===== src/rtl/coin_pkg.sv =====
// rtl/coin_pkg.sv - shared constants for the coin acceptor front end
// Contents: coin channel indices, debounce state encoding, default
// debounce length, and the fixed-priority grant helper (Q > D > N).
package coin_pkg;

   localparam int COIN_N    = 0;
   localparam int COIN_D    = 1;
   localparam int COIN_Q    = 2;
   localparam int NUM_COINS = 3;

   localparam int DEBOUNCE_DEFAULT = 4;

   localparam logic [1:0] ST_IDLE      = 2'd0;
   localparam logic [1:0] ST_ARMING    = 2'd1;
   localparam logic [1:0] ST_HELD      = 2'd2;
   localparam logic [1:0] ST_RELEASING = 2'd3;

   // One-hot-or-zero grant of the highest-priority pending coin.
   function automatic logic [NUM_COINS-1:0] pick_grant(input logic [NUM_COINS-1:0] pend);
      logic [NUM_COINS-1:0] g;
      g = '0;
      if (pend[COIN_Q])      g[COIN_Q] = 1'b1;
      else if (pend[COIN_D]) g[COIN_D] = 1'b1;
      else if (pend[COIN_N]) g[COIN_N] = 1'b1;
      return g;
   endfunction

endpackage


===== src/rtl/coin_debounce.sv =====
// rtl/coin_debounce.sv - per-slot synchronizer and debounce FSM
// Ports:
//   clock  - system clock, rising edge
//   reset  - asynchronous active-high reset
//   raw    - asynchronous, bouncy slot sensor level
//   detect - combinational; high in the cycle whose closing edge accepts an
//            insertion (the owner registers its effect on that same edge)
module coin_debounce
   import coin_pkg::*;
#(
   parameter int DEBOUNCE = DEBOUNCE_DEFAULT,
   parameter int CNT_W    = 4
) (
   input  logic clock,
   input  logic reset,
   input  logic raw,
   output logic detect
);

   localparam logic [CNT_W-1:0] CNT_LAST = CNT_W'(DEBOUNCE - 1);
   localparam logic [CNT_W-1:0] CNT_ONE  = CNT_W'(1);

   logic             s1;
   logic             s2;
   logic [1:0]       state;
   logic [1:0]       state_next;
   logic [CNT_W-1:0] cnt;
   logic [CNT_W-1:0] cnt_next;

   always_ff @(posedge clock or posedge reset) begin
      if (reset) begin
         s1 <= 1'b0;
         s2 <= 1'b0;
      end else begin
         s1 <= raw;
         s2 <= s1;
      end
   end

   // The counter never stores DEBOUNCE itself: the edge on which it would
   // reach DEBOUNCE is the edge that changes state.
   always_comb begin
      state_next = state;
      cnt_next   = cnt;
      detect     = 1'b0;
      case (state)
         ST_IDLE: begin
            if (s2) begin
               state_next = ST_ARMING;
               cnt_next   = CNT_ONE;
            end
         end
         ST_ARMING: begin
            if (!s2) begin
               state_next = ST_IDLE;
               cnt_next   = '0;
            end else if (cnt == CNT_LAST) begin
               detect     = 1'b1;
               state_next = ST_HELD;
               cnt_next   = '0;
            end else begin
               cnt_next   = cnt + CNT_ONE;
            end
         end
         ST_HELD: begin
            if (!s2) begin
               state_next = ST_RELEASING;
               cnt_next   = CNT_ONE;
            end
         end
         default: begin
            if (s2) begin
               // Bounce while the coin leaves the slot: not a new coin.
               state_next = ST_HELD;
               cnt_next   = '0;
            end else if (cnt == CNT_LAST) begin
               state_next = ST_IDLE;
               cnt_next   = '0;
            end else begin
               cnt_next   = cnt + CNT_ONE;
            end
         end
      endcase
   end

   // Resetting into HELD means a coin sitting in the slot across reset is
   // never counted; the slot must first read empty for DEBOUNCE cycles.
   always_ff @(posedge clock or posedge reset) begin
      if (reset) begin
         state <= ST_HELD;
         cnt   <= '0;
      end else begin
         state <= state_next;
         cnt   <= cnt_next;
      end
   end

endmodule


===== src/rtl/coin_acceptor.sv =====
// rtl/coin_acceptor.sv - coin input front end for the vending FSM
// Ports:
//   clock, reset                        - clock, asynchronous active-high reset
//   coin_n_raw, coin_d_raw, coin_q_raw  - asynchronous slot sensor levels
//   accept_en                           - high while the vending FSM takes coins
//   N, D, Q                             - one-cycle coin pulses, one-hot-or-zero
//   reject                              - one-cycle pulse to open the return flap
module coin_acceptor
   import coin_pkg::*;
#(
   parameter int DEBOUNCE = DEBOUNCE_DEFAULT,
   parameter int CNT_W    = 4
) (
   input  logic clock,
   input  logic reset,
   input  logic coin_n_raw,
   input  logic coin_d_raw,
   input  logic coin_q_raw,
   input  logic accept_en,
   output logic N,
   output logic D,
   output logic Q,
   output logic reject
);

   logic [NUM_COINS-1:0] raw;
   logic [NUM_COINS-1:0] detect;
   logic [NUM_COINS-1:0] pending;
   logic [NUM_COINS-1:0] grant;
   logic [NUM_COINS-1:0] accepted;

   assign raw[COIN_N] = coin_n_raw;
   assign raw[COIN_D] = coin_d_raw;
   assign raw[COIN_Q] = coin_q_raw;

   for (genvar c = 0; c < NUM_COINS; c++) begin : g_chan
      coin_debounce #(
         .DEBOUNCE (DEBOUNCE),
         .CNT_W    (CNT_W)
      ) u_debounce (
         .clock  (clock),
         .reset  (reset),
         .raw    (raw[c]),
         .detect (detect[c])
      );
   end

   assign grant    = pick_grant(pending);
   assign accepted = accept_en ? detect : '0;

   // A channel cannot re-detect while its own pending bit is still set, so
   // clearing the granted bit and setting new ones never collide.
   always_ff @(posedge clock or posedge reset) begin
      if (reset) begin
         pending <= '0;
         N       <= 1'b0;
         D       <= 1'b0;
         Q       <= 1'b0;
         reject  <= 1'b0;
      end else begin
         pending <= (pending & ~grant) | accepted;
         N       <= grant[COIN_N];
         D       <= grant[COIN_D];
         Q       <= grant[COIN_Q];
         reject  <= (|detect) & ~accept_en;
      end
   end

endmodule

===== config.mk =====
export PLATFORM = sky130hd
export DESIGN_NAME = coin_acceptor
export DESIGN_NICKNAME = d
export VERILOG_FILES = /design/src/rtl/coin_pkg.sv /design/src/rtl/coin_debounce.sv /design/src/rtl/coin_acceptor.sv
export SDC_FILE = /design/constraint.sdc
export NUM_CORES = 1
export LEC_CHECK = 0
export BUFFER_PORTS_ARGS = -buffer_cell sky130_fd_sc_hd__buf_2
export CAP_MARGIN = 40
export CORE_ASPECT_RATIO = 2
export CORE_UTILIZATION = 60
export DETAILED_ROUTE_END_ITERATION = 16
export PLACE_DENSITY_LB_ADDON = 0.05
export SETUP_SLACK_MARGIN = 0.4
export SLEW_MARGIN = 15
export SYNTH_ARGS = -nofsm -noshare
export SYNTH_HDL_FRONTEND = slang
export SYNTH_SLANG_ARGS = --single-unit

===== constraint.sdc =====
create_clock -name clock -period 2.6 [get_ports clock]
set_input_delay 0.52 -clock clock [delete_from_list [all_inputs] [get_ports clock]]
set_output_delay 0.52 -clock clock [all_outputs]
set_load 0.1 [all_outputs]

==> results of run 1 <==
metal layers:
| metal | GRT usage, % | vias up | share of wire [%] |
|---|---|---|---|
| met1 | 21.7 | 566 | 38 |
| met5 | 0 | - | 0 |
| met3 | 7.37 | 5 | 3.2 |
| met4 | 9.96 | 0 | 2.0 |
| li1 | - | 563 | - |
| met2 | 46.1 | 22 | 57 |
how the worst min path moves through the flow:
stage	startpoint	endpoint	slack, ns	cells after the start
after floorplan	g_chan[0].u_debounce.s1	g_chan[0].u_debounce.s2	0.33	0
after global placement	g_chan[2].u_debounce.s1	g_chan[2].u_debounce.s2	0.33	0
after detailed placement	g_chan[2].u_debounce.s1	g_chan[2].u_debounce.s2	0.33	0
after CTS	reset	g_chan[1].u_debounce.cnt[3]	0.32	3
after global routing	reset	g_chan[1].u_debounce.s2	0.34	3
final	reset	g_chan[1].u_debounce.s2	0.31	3
through the flow:
stage	power, mW	area, um^2	utilization (%)	worst slack [ns]
final	1.98	1790	70.6	0.724
after floorplan	1.31	1590	-	0.904
after detailed placement	1.49	1670	66.0	0.739
after CTS	1.98	1790	70.6	0.729
after global routing	2.12	1790	70.6	0.644
after global placement	1.45	1670	66.0	0.822
cells by family after synthesis:
kind of cell	share of synthesized area [%]
flops	49.0
buf+inv	2.20
compound gates	13.7
fa+ha+maj	11.8
simple gates	15.6
mux	7.78
area by class of cell:
cell class                      instances  area (um^2)
Clock inverter                          2         35.0
Sequential cell                        31          779
Multi-Input combinational cell        109          777
Clock buffer                            6         82.6
Timing Repair Buffer                   10         52.6
Tap cell                               28         35.0
Fill cell                             191          746
Inverter                                8         30.0
worst min-delay path, stage by stage:
cell	delay [ns]
buf_2	0.10
inv_1	0.04
buf_4	0.35
synthesized netlist by cell type, types with 2 or more instances:
cell type / instances / share of area, %
dfrtp_1: 28 / 44
ha_1: 15 / 12
nand2_1: 15 / 3.5
o21ai_0: 15 / 4.7
inv_1: 8 / 1.9
nor2_1: 8 / 1.9
nor3_1: 6 / 1.9
a21oi_1: 5 / 1.6
mux2_2: 4 / 2.8
nand3_1: 4 / 1.3
nor3b_1: 4 / 1.9
a21o_1: 3 / 1.4
dfstp_2: 3 / 5.0
mux2_1: 3 / 2.1
mux2i_1: 3 / 1.9
nor2b_1: 3 / 1.2
o32a_1: 3 / 1.9
and3_1: 2 / 0.79
nand4b_1: 2 / 1.1
o2bb2ai_1: 2 / 1.1
or2_1: 2 / 0.79
sequential cells by signal, summed over array words and instances (netlist names), named ones only:
signal	flops
g_chan.u_debounce.s1	3
g_chan.u_debounce.s2	3
pending	3
g_chan.u_debounce.cnt	12
g_chan.u_debounce.state	3
Q	1
D	1
reject	1
N	1
placed cells by master (no fill, tap or decap), drive strengths merged, types with 3 or more instances in the layout:
cell    instances
or2             3
nand3           4
nor2            8
dfstp           3
mux2            8
a21o            3
ha             15
nor2b           3
clkbuf          6
nand2          15
o21ai          15
dfrtp          28
a21oi           6
nor3b           4
o32a            3
nor3            6
mux2i           3
buf            10
inv             8
where the power goes:
group          switching (mW)  internal, mW
clock network           0.175         0.310
registers               0.103         0.606
logic                   0.443         0.339
==> impl_metrics.ini, run 1 <==
[final_layout]
insertedDiodeCount = 0
instances_no_fill = 194
areaGrowthSynthToFinish_pct = 12.6
layout-drive-gt1-share_pct = 16.3
design.final.nets = 186

[worst_setup_path]
series_of_cell_instances_along_the_critical_path = inv_1, ha_1, or2_1, a21oi_1, nor3_1, mux2_1
worstPathRequired_ns = 2.81
cp.buffers_inverters = 1
timing.critical_path.to_type = register
timing.critical_path.slowest_cell_delay_ns = 0.56
ff2ff_setup_slack_ns = 0.72
worst-endpoint-arrival_ns = 2.08
startpoint_type = register
total_number_of_cells_along_the_worst_setup_path = 6
worstPathMaxFanout = 4
timing.setup.critical_path_class = register to register
slowest_stage = dfstp_2
cp_delay_by_family_top = flip-flops
count_of_cells_along_the_worst_register_to_register_path = 6

[timing]
timing_hold_violations_final = 0
slew_headroom_pct = 63.8
achievable-frequency_ghz = 0.533
timing.hold.ws_ns = 0.306
skew_ns = 0.00658
final-max-slew-violation-count = 0
post-route-period-util_pct = 72.2
totalNegativeSetupSlack_ns = 0
final-setup-viol-count = 0
grt_setup_unrepaired = false
timing_worst_slew_pin_value_ns = 0.528
timing.final.crit_period_ns = 1.88

[drt]
drt-initial-drc-count = 25
drc = 0
average_wire_per_cell_in_the_routed_design_um = 14.8
detail_route.vias_per_cell = 5.96
antenna_nets_post_route = 0
detailroute.via_count = 1156
detail_route.first_pass.iterations = 4
route.final.wire_length_um = 2870

[clock_network]
cts_buffer_depth = 2
cts-hold-fix-buffers = 0
cts_tree = done
clock_insertion_delay_worst_skew_ns = 0.28
cts.sink_count = 31
cts-resized-gates = 0
postCtsSetupRepairBufs = 0
worst_setup_hold_path_clk_slew_ns = 0.07
root_buffer = clkbuf_8
tritoncts.num_buffers = 5
clock_tree.htree_level_count = 2

[power_and_ir_drop]
cellPowerDensity_mw_per_mm2 = 1100
p_leak_nw = 0.883
ir_drop_v = 0.000798

[global_route]
vias_in_the_first_global_route = 1180
grt.total_usage_pct = 24.1
grt_first_pass_wirelength_um = 4790
grt_antenna_before_repair = 0
gr-total-overflow = 0
grt_max_degree = 32

[yosys]
ys_warn_count = 0
avgSynthCellArea_um2 = 10.7
synth_sequential_area_ratio_pct = 49.0
post_synth_instance_area_mm2 = 0.00159
synth.distinct_cells = 32
ys_ff_latch = 31
synth_cells = 149
synth_top_flop_cell = dfrtp_1
synth_enable_flop_cells = 0
async_reset_ff_share_pct = 100
synthesis.nets = 170

[floorplanning]
floorplan.die.height_um = 74.8
fp-row-count = 26
floorplan.core_area_mm2 = 0.00254
initial_core_util_pct = 62.7
chip_width_um = 38.4
floorplan.io_pins = 10
floorplan.die_area_mm2 = 0.00288

[placement]
buffer_ports.inserted = 9
placedCellCount = 186
hpwl_um = 2130
gpl.final_weighted_congestion = 0.855

[run]
timing.max_cap.violations = 0

[status]
outcome = finished clean

[min_path]
worst_hold_path_type = primary input to asynchronous set/reset pin
No activity file was read; power rests on OpenSTA's default activity.
==> run 2, diff against run 1 <==
--- a/config.mk
+++ b/config.mk
@@ -8,7 +8,7 @@
 export BUFFER_PORTS_ARGS = -buffer_cell sky130_fd_sc_hd__buf_2
 export CAP_MARGIN = 40
 export CORE_ASPECT_RATIO = 2
-export CORE_UTILIZATION = 60
+export CORE_UTILIZATION = 59
 export DETAILED_ROUTE_END_ITERATION = 16
 export PLACE_DENSITY_LB_ADDON = 0.05
 export SETUP_SLACK_MARGIN = 0.4
==> constraint.sdc (replaced) <==
create_clock -name clock -period 1.9 [get_ports clock]
set_input_delay 0.38 -clock clock [delete_from_list [all_inputs] [get_ports clock]]
set_output_delay 0.38 -clock clock [all_outputs]
set_load 0.1 [all_outputs]
==> impl_metrics.ini, run 2 (synthesis results as in run 1) <==
[clock_network]
worst_setup_hold_path_clk_slew_ns = 0.05
clock_insertion_delay_worst_skew_ns = 0.29
root_buffer = clkbuf_8
tritoncts.num_buffers = 5
cts_buffer_depth = 2
cts.sink_count = 31
clock_tree.htree_level_count = 2
cts_tree = done
cts-hold-fix-buffers = 0

[timing]
timing.final.crit_period_ns = 1.67
slew_headroom_pct = 68.0
achievable-frequency_ghz = 0.598
post-route-period-util_pct = 88.0
skew_ns = 0.00623
final-max-slew-violation-count = 0
timing.hold.ws_ns = 0.162
timing_worst_slew_pin_value_ns = 0.484
totalNegativeSetupSlack_ns = 0
final-setup-viol-count = 0
grt_setup_unrepaired = true
timing_hold_violations_final = 0

[final_layout]
fin_util_pct = 84.2
areaGrowthSynthToFinish_pct = 36.0
instances_no_fill = 214
design.final.nets = 206
largest_reg_flops = 12
most_used_cells_in_the_layout_excluding_fill_and_tap_cells = 26 x dfrtp_1, 17 x buf_4, 13 x nand2_1
num-fill-cells = 139
final_common_cell = dfrtp_1
register_with_the_most_flip_flops = g_chan.u_debounce.cnt
layout-drive-gt1-share_pct = 46.2
insertedDiodeCount = 0

[floorplanning]
fp-row-count = 26
initial_core_util_pct = 61.9
floorplan.core_area_mm2 = 0.00257
floorplan.die_area_mm2 = 0.00292
floorplan.io_pins = 10
floorplan.die.height_um = 75.5
chip_width_um = 38.7

[drt]
drt-initial-drc-count = 14
detail_route.first_pass.iterations = 4
detail_route.vias_per_cell = 5.82
antenna_nets_post_route = 0
route.final.wire_length_um = 3490
average_wire_per_cell_in_the_routed_design_um = 16.3
detailroute.via_count = 1245
drc = 0

[worst_setup_path]
timing.critical_path.to_type = register
cp.buffers_inverters = 1
worst-endpoint-arrival_ns = 1.88
timing.setup.critical_path_class = register to register
worstPathMaxFanout = 4
worstPathRequired_ns = 2.11
series_of_cell_instances_along_the_critical_path = inv_2, ha_4, mux2_2, nor3_2, mux2_1
cp_delay_by_family_top = multiplexers
startpoint_type = register
timing.critical_path.slowest_cell_delay_ns = 0.56
slowest_stage = dfstp_2

[global_route]
gr-max-usage-layer = met2
vias_in_the_first_global_route = 1282
gr-total-overflow = 0
grt_first_pass_wirelength_um = 5100
globalRouteMet1Util_pct = 23.0
global_route.usage.met2_pct = 48.1
use_met3_pct = 7.00
grt_max_degree = 32
grt_antenna_before_repair = 0
grt.total_usage_pct = 25.7

[placement]
buffer_ports.inserted = 9
hpwl_um = 2200
gpl.final_weighted_congestion = 0.718
placedCellCount = 188

[power_and_ir_drop]
internal_power_of_the_cells_mw = 2.07
clockPowerShare_pct = 14.3
cellPowerDensity_mw_per_mm2 = 1570
fin_total_pwr_mw = 3.41
netSwitchingPower_mw = 1.33
p_leak_nw = 0.981
netSwitchingFraction_pct = 39.2
combinational_power_share_pct = 56.7
sequentialPowerShare_pct = 29.0
ir_drop_v = 0.000946

[status]
outcome = finished clean

[run]
timing.max_cap.violations = 0

[min_path]
worst_hold_path_type = primary input to asynchronous set/reset pin
==> run 2: cell types whose count changed in the layout (fill, tap and decap cells not counted), moves of 6 or more <==
cell / delta
buf_4: +16
ha_1: -11
o21ai_0: -10
ha_4: +7
o21ai_1: +7
inv_1: -6
inv_2: +6
==> run 2: what timing repair did <==
action	CTS	global route
gates resized for setup	16	39
hold endpoints to repair	0	0
pin swaps	10	12
setup endpoints to repair	14	18
setup buffers	12	6
==> run 2: worst paths after layout <==
path	from	endpoint	slack, ns	cells past startpoint
setup / recovery	register	register	0.23	5
hold / removal	reset	g_chan[2].u_debounce.s1	0.16	3
setup reg to reg	register	register	0.23	5
hold reg to reg	g_chan[2].u_debounce.s1	g_chan[2].u_debounce.s2	0.35	0
max in group asynchronous	reset	asynchronous set/reset pin	1.42	3
min in group clock	coin_n_raw	g_chan[0].u_debounce.s1	0.20	1
==> run 2: layout make-up <==
type | count | area (um^2) | share of cell area [%]
well taps | 28 | 35.0 | 1.62
multi-input cells | 109 | 1020 | 47.1
inverters | 8 | 30.0 | 1.39
flip-flops and latches | 31 | 782 | 36.1
clock buffers | 8 | 80.1 | 3.70
repair buffers | 30 | 218 | 10.1
==> run 2: power groups by stage <==
stage	registers, mW	logic (mW)	clock network, mW
after global routing	1.01	2.09	0.526
after global placement	0.974	1.16	0
after CTS	0.965	1.56	0.503
after floorplan	0.962	0.984	0
after detailed placement	0.984	1.24	0
final	0.987	1.93	0.488
==> run 2: through the flow <==
step                      cell area [um^2]  worst slack [ns]
after floorplan                       1670             0.298
after global placement                1760             0.239
after detailed placement              1760             0.199
after CTS                             1990             0.243
after global routing                  2160             0.172
final                                 2160             0.229
==> run 2: worst reg2reg max path, cell delays in order (launching register included) <==
cell and delay, ns:
dfstp_2 0.56, inv_2 0.06, ha_4 0.16, mux2_2 0.31, nor3_2 0.16, mux2_1 0.35
==> run 2: layer usage <==
layer / vias up / part of all wire, %
met5: - / 0
met1: 615 / 35
met3: 10 / 1.9
li1: 605 / -
met2: 15 / 60
met4: 0 / 3.0
==> run 3, diff against run 2 <==
--- a/config.mk
+++ b/config.mk
@@ -8,11 +8,12 @@
 export BUFFER_PORTS_ARGS = -buffer_cell sky130_fd_sc_hd__buf_2
 export CAP_MARGIN = 40
 export CORE_ASPECT_RATIO = 2
-export CORE_UTILIZATION = 59
+export CORE_UTILIZATION = 60
 export DETAILED_ROUTE_END_ITERATION = 16
 export PLACE_DENSITY_LB_ADDON = 0.05
 export SETUP_SLACK_MARGIN = 0.4
 export SLEW_MARGIN = 15
 export SYNTH_ARGS = -nofsm -noshare
 export SYNTH_HDL_FRONTEND = slang
+export SYNTH_HIERARCHICAL = 1
 export SYNTH_SLANG_ARGS = --single-unit
==> impl_metrics.ini, run 3 <==
[yosys]
ys_warn_count = 6
synth_enable_flop_cells = 0
synth_top_family_by_area = simple AND/OR/NAND/NOR gates
async_reset_ff_share_pct = 100
synth_sequential_area_ratio_pct = 42.7
synth.distinct_cells = 42
synth_cells = 169
synth_most_common_cell = dfrtp_1
top_area_cell_type_share_of_the_netlist_area_pct = 38.4
synth_adder_area_share_pct = 10.3
post_synth_instance_area_mm2 = 0.00183
avgSynthCellArea_um2 = 10.8
synth_simple_gate_area_share_pct = 18.8
share_of_the_synthesized_area_in_compound_gates_ao_oa_aoi_oai_pct = 16.9
synth_top_flop_cell = dfrtp_1
mux_cell_area_share_after_synthesis_pct = 6.51
netlist_top_cells_area = dfrtp_1 38%, ha_1 10%, dfstp_2 4.3%, inv_1 2.9%, o21ai_0 2.7%
synth_commonest_cells = 28 x dfrtp_1, 15 x ha_1, 14 x inv_1
netlist.top_cell.by_area = dfrtp_1
ys_ff_latch = 31
synthesis.nets = 190
synth_xor_xnor_area_share_pct = 0

[placement]
dpl_worst_slack_ns = 0.189
hpwl_um = 2700
gpl.final_weighted_congestion = 0.758
buffer_ports.inserted = 9
placed_cell_area_mm2 = 0.00191

[timing]
timing.hold.ws_ns = 0.0447
timing.final.crit_period_ns = 1.65
post-route-period-util_pct = 86.8
slew_headroom_pct = 67.5
achievable-frequency_ghz = 0.607
skew_ns = 0.00436
grt_setup_unrepaired = true
final-max-slew-violation-count = 0
final-setup-viol-count = 0
timing_worst_slew_pin_value_ns = 0.491
timing_hold_violations_final = 0
worst_slack_ns = 0.252
totalNegativeSetupSlack_ns = 0

[power_and_ir_drop]
ir_drop_v = 0.00143
p_leak_nw = 1.07
cellPowerDensity_mw_per_mm2 = 1530

[worst_setup_path]
worstPathMaxFanout = 3
count_of_cells_along_the_worst_register_to_register_path = 5
startpoint_type = register
worst-endpoint-arrival_ns = 1.87
cp.buffers_inverters = 1
timing.critical_path.to_type = register
timing.setup.critical_path_class = register to register
worstPathRequired_ns = 2.12
total_number_of_cells_along_the_worst_setup_path = 5
series_of_cell_instances_along_the_critical_path = inv_2, ha_4, and2b_4, o311ai_4, mux2_4
timing.critical_path.slowest_cell_delay_ns = 0.57
cp_delay_by_family_top = flip-flops
slowest_stage = dfstp_2

[floorplanning]
chip_width_um = 41.0
floorplan.core_area_mm2 = 0.00291
fp-row-count = 28
floorplan.die.height_um = 80.0
floorplan.io_pins = 10
initial_core_util_pct = 62.8
floorplan.die_area_mm2 = 0.00328

[clock_network]
cts_tree = done
clock_tree.htree_level_count = 2
worst_setup_hold_path_clk_slew_ns = 0.07
cts_buffer_depth = 2
tritoncts.num_buffers = 5
cts-hold-fix-buffers = 0
cts.sink_count = 31
root_buffer = clkbuf_8
clock_insertion_delay_worst_skew_ns = 0.29

[global_route]
vias_in_the_first_global_route = 1476
grt_first_pass_wirelength_um = 6570
gr-total-overflow = 0
grt_antenna_before_repair = 0
grt_max_degree = 11
grt.total_usage_pct = 30.1

[drt]
average_wire_per_cell_in_the_routed_design_um = 19.8
route.final.wire_length_um = 4560
detail_route.vias_per_cell = 6.26
detailroute.via_count = 1439
antenna_nets_post_route = 0
drt-initial-drc-count = 35
drc = 0
detail_route.first_pass.iterations = 5

[status]
outcome = finished clean

[final_layout]
areaGrowthSynthToFinish_pct = 32.4
layout.cell_area.non_filler_mm2 = 0.00242
most_used_cells_in_the_layout_excluding_fill_and_tap_cells = 23 x dfrtp_1, 14 x buf_4, 11 x nand2_1
largest_reg_flops = 12
design.final.nets = 220
final_common_cell = dfrtp_1
register_with_the_most_flip_flops = g_chan.u_debounce/cnt
layout-drive-gt1-share_pct = 49.0
insertedDiodeCount = 0
fin_util_pct = 83.1

[min_path]
worst_hold_path_type = primary input to asynchronous set/reset pin

[run]
timing.max_cap.violations = 0
-- run 3: changes by cell type after synthesis, moves of 3 or more --
cell and delta:
a21oi_1 +4, and2_1 +4, buf_6 +3, inv_1 +6, nand3b_1 +3, nor3_1 -3, nor3b_1 -3, nor3b_2 +3
o211ai_1 +4, o21ai_0 -5, o32a_1 -3
-- run 3: report_power, final --
part           internal (mW)  switching, mW  leakage (nW)  total [mW]
clock network          0.292          0.244        0.0482       0.535
registers              0.831          0.232         0.391        1.06
logic                   1.06           1.03         0.631        2.10
-- run 3: repair_timing --
| item | in CTS | in global routing |
|---|---|---|
| pin swaps | 10 | 10 |
| setup buffers | 10 | 7 |
| gates resized for setup | 38 | 28 |
| setup endpoints to repair | 21 | 21 |
-- run 3: through the flow --
step | std cells | power [mW]
5_1_grt | 230 | 3.91
2_1_floorplan | 169 | 2.02
3_3_place_gp | 205 | 2.19
6_report | 230 | 3.70
3_5_place_dp | 205 | 2.29
4_1_cts | 223 | 3.29
-- run 3: final cells by class --
class | instances | area (um^2)
Tap cell | 30 | 37.5
Fill cell | 158 | 492
Inverter | 14 | 60.1
Sequential cell | 31 | 786
Clock buffer | 7 | 86.3
Clock inverter | 1 | 5.00
Timing Repair Buffer | 26 | 193
Multi-Input combinational cell | 121 | 1250
-- run 3: path summary, 6_finish.rpt --
| check | startpoint | end | slack [ns] |
|---|---|---|---|
| setup / recovery | register | register | 0.25 |
| hold / removal | reset | reject | 0.04 |
| setup reg to reg | register | register | 0.25 |
| hold reg to reg | g_chan[2].u_debounce/s1 | g_chan[2].u_debounce/s2 | 0.35 |
| max in group asynchronous | reset | asynchronous set/reset pin | 1.53 |
| min in group clock | coin_d_raw | g_chan[1].u_debounce/s1 | 0.19 |
-- run 3: per-layer routing --
layer | GRT usage [%] | share of wire [%] | up-vias
li1 | - | - | 666
met1 | 28.8 | 35 | 728
met2 | 53.1 | 60 | 32
met3 | 5.57 | 2.4 | 13
met4 | 17.0 | 3.3 | 0
met5 | 0 | 0 | -
-- run 3: kinds of logic (layout without fill, tap and decap cells) --
logic type,Yosys count,in the layout
AND/OR/NAND/NOR,54,54
AO/OA/AOI/OAI,42,42
buffers and inverters,17,48
flip-flops,31,31
multiplexers,10,10
adder cells (fa/ha/maj),15,15
